[config.mk]
export PLATFORM = sky130hd
export DESIGN_NAME = alu_issue
export DESIGN_NICKNAME = d
export VERILOG_FILES = /design/src/rtl/alu_pkg.sv /design/src/rtl/alu_decode.sv /design/src/rtl/alu_issue.sv
export SDC_FILE = /design/constraint.sdc
export NUM_CORES = 1
export LEC_CHECK = 0
export CAP_MARGIN = 0
export CORE_MARGIN = 5
export CORE_UTILIZATION = 45
export DETAILED_ROUTE_END_ITERATION = 16
export GPL_ROUTABILITY_DRIVEN = 0
export PLACE_DENSITY = 0.95
export SLEW_MARGIN = 20
export SYNTH_ARGS = -nofsm -noshare
export SYNTH_HDL_FRONTEND = slang
export SYNTH_SLANG_ARGS = --single-unit
[constraint.sdc]
create_clock -name clk -period 4.3 [get_ports clk]
set_input_delay 0.645 -clock clk [delete_from_list [all_inputs] [get_ports clk]]
set_output_delay 0.645 -clock clk [all_outputs]
set_load 0.01 [all_outputs]
[src/rtl/alu_pkg.sv]
// rtl/alu_pkg.sv - shared Alu op codes, RV32 function fields and issue FSM states
package alu_pkg;

   localparam logic [3:0] OP_ADD = 4'b0000;
   localparam logic [3:0] OP_SUB = 4'b0001;
   localparam logic [3:0] OP_MUL = 4'b0010;
   localparam logic [3:0] OP_DIV = 4'b0011;
   localparam logic [3:0] OP_NOT = 4'b1000;
   localparam logic [3:0] OP_AND = 4'b1001;
   localparam logic [3:0] OP_OR  = 4'b1010;
   localparam logic [3:0] OP_XOR = 4'b1011;
   localparam logic [3:0] OP_SLL = 4'b1100;
   localparam logic [3:0] OP_SRL = 4'b1101;
   localparam logic [3:0] OP_SRA = 4'b1111;

   localparam logic [2:0] F3_ADD  = 3'b000;
   localparam logic [2:0] F3_SLL  = 3'b001;
   localparam logic [2:0] F3_SLT  = 3'b010;
   localparam logic [2:0] F3_SLTU = 3'b011;
   localparam logic [2:0] F3_XOR  = 3'b100;
   localparam logic [2:0] F3_SR   = 3'b101;
   localparam logic [2:0] F3_OR   = 3'b110;
   localparam logic [2:0] F3_AND  = 3'b111;
   localparam logic [2:0] F3_MUL  = 3'b000;
   localparam logic [2:0] F3_DIV  = 3'b100;

   localparam logic [6:0] F7_BASE = 7'b0000000;
   localparam logic [6:0] F7_ALT  = 7'b0100000;
   localparam logic [6:0] F7_M    = 7'b0000001;

   typedef enum logic [1:0] {
      S_IDLE = 2'd0,
      S_EXEC = 2'd1,
      S_CAPT = 2'd2,
      S_OUT  = 2'd3
   } state_t;

   typedef struct packed {
      logic [3:0] op;
      logic       is_slt;
      logic       is_sltu;
      logic       is_shift;
      logic       is_div;
      logic       illegal;
   } dec_t;

endpackage

[src/rtl/alu_decode.sv]
// rtl/alu_decode.sv - RV32IM funct3/funct7 to Alu op code and post-processing flags
module alu_decode
   import alu_pkg::*;
(
   input  logic [2:0] i_funct3,
   input  logic [6:0] i_funct7,
   input  logic       i_is_imm,
   output dec_t       o_dec
);

   always_comb begin
      o_dec    = '0;
      o_dec.op = OP_ADD;
      case (i_funct7)
         F7_BASE: begin
            case (i_funct3)
               F3_ADD:  o_dec.op = OP_ADD;
               F3_SLL:  begin o_dec.op = OP_SLL; o_dec.is_shift = 1'b1; end
               F3_SLT:  begin o_dec.op = OP_SUB; o_dec.is_slt   = 1'b1; end
               F3_SLTU: begin o_dec.op = OP_SUB; o_dec.is_sltu  = 1'b1; end
               F3_XOR:  o_dec.op = OP_XOR;
               F3_SR:   begin o_dec.op = OP_SRL; o_dec.is_shift = 1'b1; end
               F3_OR:   o_dec.op = OP_OR;
               default: o_dec.op = OP_AND;
            endcase
         end
         F7_ALT: begin
            case (i_funct3)
               F3_ADD:  o_dec.op = i_is_imm ? OP_ADD : OP_SUB;
               F3_SR:   begin o_dec.op = OP_SRA; o_dec.is_shift = 1'b1; end
               default: o_dec.illegal = 1'b1;
            endcase
         end
         F7_M: begin
            // Only register-register MUL and DIV are supported from the M extension
            if (!i_is_imm && i_funct3 == F3_MUL) begin
               o_dec.op = OP_MUL;
            end else if (!i_is_imm && i_funct3 == F3_DIV) begin
               o_dec.op     = OP_DIV;
               o_dec.is_div = 1'b1;
            end else begin
               o_dec.illegal = 1'b1;
            end
         end
         default: o_dec.illegal = 1'b1;
      endcase
   end

endmodule

[src/rtl/alu_issue.sv]
// rtl/alu_issue.sv - execute-stage front end sequencing the registered Alu and writeback handshake
module alu_issue
   import alu_pkg::*;
#(
   parameter int DATA_W = 32,
   parameter int REG_W  = 5
) (
   input  logic              clk,
   input  logic              rst_n,
   input  logic              in_valid,
   output logic              in_ready,
   input  logic [2:0]        in_funct3,
   input  logic [6:0]        in_funct7,
   input  logic              in_is_imm,
   input  logic [DATA_W-1:0] in_rs1,
   input  logic [DATA_W-1:0] in_rs2,
   input  logic [DATA_W-1:0] in_imm,
   input  logic [REG_W-1:0]  in_rd,
   output logic              alu_en,
   output logic [3:0]        alu_op,
   output logic [DATA_W-1:0] alu_operand0,
   output logic [DATA_W-1:0] alu_operand1,
   input  logic [DATA_W-1:0] alu_res,
   input  logic              alu_zero,
   input  logic              alu_neg,
   output logic              out_valid,
   input  logic              out_ready,
   output logic [REG_W-1:0]  out_rd,
   output logic [DATA_W-1:0] out_data,
   output logic              out_zero,
   output logic              out_err
);

   dec_t              w_dec;
   logic [DATA_W-1:0] w_op1_raw;
   logic [DATA_W-1:0] w_op1;
   logic [DATA_W-1:0] w_capt_data;
   logic              w_skip;
   logic              w_accept;
   logic              w_lt;
   logic              w_unused_zero;

   state_t            r_state;
   logic              r_alu_en;
   logic [3:0]        r_alu_op;
   logic [DATA_W-1:0] r_alu_opd0;
   logic [DATA_W-1:0] r_alu_opd1;
   logic              r_lat_slt;
   logic              r_lat_sltu;
   logic              r_lat_s0;
   logic              r_lat_s1;
   logic [REG_W-1:0]  r_lat_rd;
   logic              r_out_valid;
   logic [REG_W-1:0]  r_out_rd;
   logic [DATA_W-1:0] r_out_data;
   logic              r_out_zero;
   logic              r_out_err;

   alu_decode u_decode (
      .i_funct3 (in_funct3),
      .i_funct7 (in_funct7),
      .i_is_imm (in_is_imm),
      .o_dec    (w_dec)
   );

   assign w_op1_raw = in_is_imm ? in_imm : in_rs2;
   assign w_op1     = w_dec.is_shift ? {{(DATA_W-5){1'b0}}, w_op1_raw[4:0]} : w_op1_raw;
   assign w_skip    = w_dec.illegal | (w_dec.is_div & (in_rs2 == '0));
   assign in_ready  = (r_state == S_IDLE) | ((r_state == S_OUT) & out_ready);
   assign w_accept  = in_valid & in_ready;

   // Zero flag is rederived from the final result, so the Alu's own flag is not needed
   assign w_unused_zero = alu_zero;

   // Set-less-than: differing signs decide directly, otherwise the SUB sign bit decides
   always_comb begin
      w_lt = alu_neg;
      if (r_lat_s0 != r_lat_s1) begin
         w_lt = r_lat_slt ? r_lat_s0 : r_lat_s1;
      end
      w_capt_data = alu_res;
      if (r_lat_slt | r_lat_sltu) begin
         w_capt_data = {{(DATA_W-1){1'b0}}, w_lt};
      end
   end

   always_ff @(posedge clk or negedge rst_n) begin
      if (!rst_n) begin
         r_state     <= S_IDLE;
         r_alu_en    <= 1'b0;
         r_alu_op    <= '0;
         r_alu_opd0  <= '0;
         r_alu_opd1  <= '0;
         r_lat_slt   <= 1'b0;
         r_lat_sltu  <= 1'b0;
         r_lat_s0    <= 1'b0;
         r_lat_s1    <= 1'b0;
         r_lat_rd    <= '0;
         r_out_valid <= 1'b0;
         r_out_rd    <= '0;
         r_out_data  <= '0;
         r_out_zero  <= 1'b0;
         r_out_err   <= 1'b0;
      end else begin
         r_alu_en <= 1'b0;
         if (w_accept) begin
            r_lat_slt  <= w_dec.is_slt;
            r_lat_sltu <= w_dec.is_sltu;
            r_lat_s0   <= in_rs1[DATA_W-1];
            r_lat_s1   <= w_op1[DATA_W-1];
            r_lat_rd   <= in_rd;
            if (w_skip) begin
               // Illegal encodings and divide-by-zero resolve without touching the Alu
               r_state     <= S_OUT;
               r_out_valid <= 1'b1;
               r_out_rd    <= in_rd;
               r_out_err   <= w_dec.illegal;
               r_out_data  <= {DATA_W{~w_dec.illegal}};
               r_out_zero  <= w_dec.illegal;
            end else begin
               r_state     <= S_EXEC;
               r_out_valid <= 1'b0;
               r_alu_en    <= 1'b1;
               r_alu_op    <= w_dec.op;
               r_alu_opd0  <= in_rs1;
               r_alu_opd1  <= w_op1;
            end
         end else begin
            case (r_state)
               S_EXEC: r_state <= S_CAPT;
               S_CAPT: begin
                  r_state     <= S_OUT;
                  r_out_valid <= 1'b1;
                  r_out_rd    <= r_lat_rd;
                  r_out_data  <= w_capt_data;
                  r_out_zero  <= (w_capt_data == '0);
                  r_out_err   <= 1'b0;
               end
               S_OUT: begin
                  if (out_ready) begin
                     r_state     <= S_IDLE;
                     r_out_valid <= 1'b0;
                  end
               end
               default: ;
            endcase
         end
      end
   end

   assign alu_en       = r_alu_en;
   assign alu_op       = r_alu_op;
   assign alu_operand0 = r_alu_opd0;
   assign alu_operand1 = r_alu_opd1;
   assign out_valid    = r_out_valid;
   assign out_rd       = r_out_rd;
   assign out_data     = r_out_data;
   assign out_zero     = r_out_zero;
   assign out_err      = r_out_err;

endmodule
==> reports/qor.txt <==
FLOORPLANNING
----------------------------------------------------------------------------------------
Core Box Area                                                                  12600 um2
Top-Level Pins                                                                       260
Die outline height                                                                123 um
Die boundary width                                                                123 um
Initial standard-cell utilization of the core                                      0.456
Placement Rows                                                                        41
Die area                                                                       15100 um2

ROUTE
----------------------------------------------------------------------------------------
Detailed-route wire length per cell                                              19.3 um
Antenna-violating nets left                                                            0
Vias post-DR                                                                        4950
Wire length reported by the detailed router                                      18.0 mm
Via-per-instance ratio                                                              5.32
Starting DRT DRC Count                                                               177
First-pass DRT Iterations                                                              4
DRC violation count after routing                                                      0

CLOCKING
----------------------------------------------------------------------------------------
Post-cts resize count                                                                  0
TritonCTS clock tree                                                                done
Total of hold buffers inserted after clock tree synthesis                              0
Number of buffers created by CTS                                                      17
Post-CTS setup buffer count                                                            0
Maximum count of clock buffers along a single path                                     2
Clock Pin Slew Worst Setup and Hold Paths                                          60 ps
Count of clock tree sinks                                                            120
Latest clock arrival within the worst-skew pair                                   410 ps
Library cell used as clock root buffer                                      sky130_fd_sc_hd__clkbuf_16
# H-tree levels                                                                        4

CRITICAL PATH
----------------------------------------------------------------------------------------
Number of cells on the worst reg-to-reg path                                           7
Crit-path slowest cell                                                      sky130_fd_sc_hd__clkdlybuf4s50_1
Worst Setup Start Kind                                                         input pin
Highest cell delay on the worst timing path                                       600 ps
Worst Path Class, Setup                                                     input pin to flop
Critical-path maximum fanout                                                          39
Most Frequent Cell on Critical Path                                         sky130_fd_sc_hd__buf_4
Cell-by-cell trace of the critical path                                     clkdlybuf4s50_1 -> and4bb_2 -> a211oi_1 -> or3_1 -> buf_4 -> o21a_1 -> buf_4 -> mux2_2
Worst endpoint data arrival time                                                 3520 ps
Req. time, crit path                                                             4590 ps
Worst Setup End Kind                                                                flop

SYNTH
----------------------------------------------------------------------------------------
Synth area leaders                                                          sky130_fd_sc_hd__dfrtp_1 (52%), sky130_fd_sc_hd__mux2_2 (21%), sky130_fd_sc_hd__mux2i_1 (4.9%)
Yosys top cell area share                                                          0.523
Post-Syn Area                                                                   5740 um2
Post-synthesis instance total                                                        489
Syn_area_per_cell                                                               11.7 um2
Net count after synthesis                                                            639
Post-synthesis cell type with the largest combined area                     sky130_fd_sc_hd__dfrtp_1
Warnings from Yosys                                                                    0
Share of the yosys chip area belonging to registers                                0.523
Async S/R FF share, synth                                                           1.00
Unique cell type count in the Yosys netlist                                           46
Count of state elements after synthesis                                              120
Most frequently used flop master after synthesis                            sky130_fd_sc_hd__dfrtp_1
Number of synthesized flops with an enable pin                                         0

POWER AND IR DROP
----------------------------------------------------------------------------------------
Power Density                                                                 495 nW/um2
Largest voltage drop on the vdd net                                             0.264 mV
Total leakage power                                                              4.12 nW

GRT
----------------------------------------------------------------------------------------
Overflow after GRT                                                                     0
Global-route usage over all layers                                                 0.242
Vias in the first global route                                                      5441
Wire length of the first global-routing pass                                     28.0 mm
Largest net degree at the start of global routing                                     68
Initial antenna violation count                                                        0

STA
----------------------------------------------------------------------------------------
Final worst slack                                                                1070 ps
Final hold slack                                                                  222 ps
Final-layout setup total negative slack                                             0 ps
Worst-margin pin slew                                                             598 ps
Worst rel slew slack                                                               0.601
Final max-slew violation count                                                         0
Final setup violation count                                                            0
Max Clock Skew                                                                   7.41 ps
Highest attainable clock frequency                                             0.310 GHz
Final Critical Period                                                            3230 ps
Setup repair after global routing missed its margin                                   no
Number of endpoints with negative hold slack in the final report                       0
Portion of the clock cycle consumed by the worst path in the final layout          0.751

PLACED DESIGN
----------------------------------------------------------------------------------------
Number of port buffers                                                               258
Post-Place Worst Slack                                                            670 ps
Standard cell area after detailed placement                                     8490 um2
HPWL after DPL                                                                   13.8 mm

CELLS AND AREA
----------------------------------------------------------------------------------------
Antenna diode count                                                                    0
Number of inserted filler cells in the final layout                                  868
Fin area                                                                        9100 um2
Most common library cell in the layout ignoring fill and taps               sky130_fd_sc_hd__clkdlybuf4s50_1
Most used cells in the layout excluding fill and tap cells                  sky130_fd_sc_hd__clkdlybuf4s50_1 (256), sky130_fd_sc_hd__dfrtp_1 (120), sky130_fd_sc_hd__mux2_2 (105)
Number of nets at the end of the flow                                                896
Layout area overhead                                                               58.6%
Share of cells above drive strength 1                                              0.206
Area taken by flip-flops and latches                                            3000 um2
Area of the multi-input gates                                                   2590 um2
Share of the core filled with cells in the final layout                            0.724

JOB
----------------------------------------------------------------------------------------
MaxCap Viol Count                                                                      0

RUN STATUS
----------------------------------------------------------------------------------------
Run status                                                                     completed

MIN PATH
----------------------------------------------------------------------------------------
Tightest Hold Check Type                                                    input pin to asynchronous set/reset pin

[cells by family (layout without fill, tap and decap cells)]
group,after synthesis,after routing,synth area share
muxes,144,144,0.278
buffers and inverters,36,306,0.0297
DFF,120,120,0.523
and+or+nand+nor,157,157,0.130
AOI/OAI and AO/OA,32,32,0.0393
[worst max-delay path, delay by kind of cell]
family,cells,cell delay [ps]
compound gates,2,500
simple gates,2,560
mux,1,400
buf+inv,3,1370
[routing by layer]
| metal | GRT usage | vias to the layer above | wire (um) |
|---|---|---|---|
| li1 | - | 2264 | - |
| met5 | 0 | - | 0 |
| met4 | 0.114 | 0 | 579 |
| met2 | 0.421 | 234 | 9320 |
| met1 | 0.258 | 2411 | 6420 |
| met3 | 0.0915 | 41 | 1690 |
[flip-flops by register name, summed over array words and instances, names as in the netlist]
register and count:
alu_operand0 32, alu_operand1 32, out_data 32, out_rd 5, r_lat_rd 5, alu_op 4, r_state 2, alu_en 1
out_err 1, out_valid 1, out_zero 1, r_lat_s0 1, r_lat_s1 1, r_lat_slt 1, r_lat_sltu 1
[Yosys cell counts, types with 8 or more instances]
master,instances
sky130_fd_sc_hd__buf_2,10
sky130_fd_sc_hd__clkbuf_1,15
sky130_fd_sc_hd__dfrtp_1,120
sky130_fd_sc_hd__inv_1,8
sky130_fd_sc_hd__mux2_1,9
sky130_fd_sc_hd__mux2_2,105
sky130_fd_sc_hd__mux2i_1,28
sky130_fd_sc_hd__nand2_1,68
sky130_fd_sc_hd__nor2_1,42
sky130_fd_sc_hd__nor4_1,20
sky130_fd_sc_hd__o21ai_0,9
[where the power goes]
part / switching [mW] / internal (mW)
combinational: 0.587 / 0.884
sequential: 0.166 / 1.42
clock: 0.534 / 0.912
total: 1.29 / 3.22
[layout make-up]
class,count,area share
clock buffer,17,0.0468
clock inverter,15,0.0197
inverter,8,0.00330
multi-input combinational,333,0.285
sequential,120,0.330
tap,172,0.0237
timing repair buffer,266,0.291
[metrics by stage]
step | cells | power [mW]
floorplan | 489 | 2.23
global placement | 898 | 3.00
CTS | 931 | 4.55
global route | 931 | 4.72
detailed placement | 899 | 3.09
finish | 931 | 4.50
[worst paths after layout]
kind | startpoint | slack (ps) | endpoint
setup / recovery | in_funct7[0] | 1070 | out_data[7]
hold / removal | rst_n | 220 | r_lat_rd[1]
setup reg to reg | r_state[0] | 1570 | out_data[7]
hold reg to reg | alu_operand1[31] | 490 | alu_operand1[31]
max in group asynchronous | rst_n | 3100 | out_data[19]
min in group clk | alu_operand1[31] | 490 | alu_operand1[31]
Power figures use the tool's default switching activity.
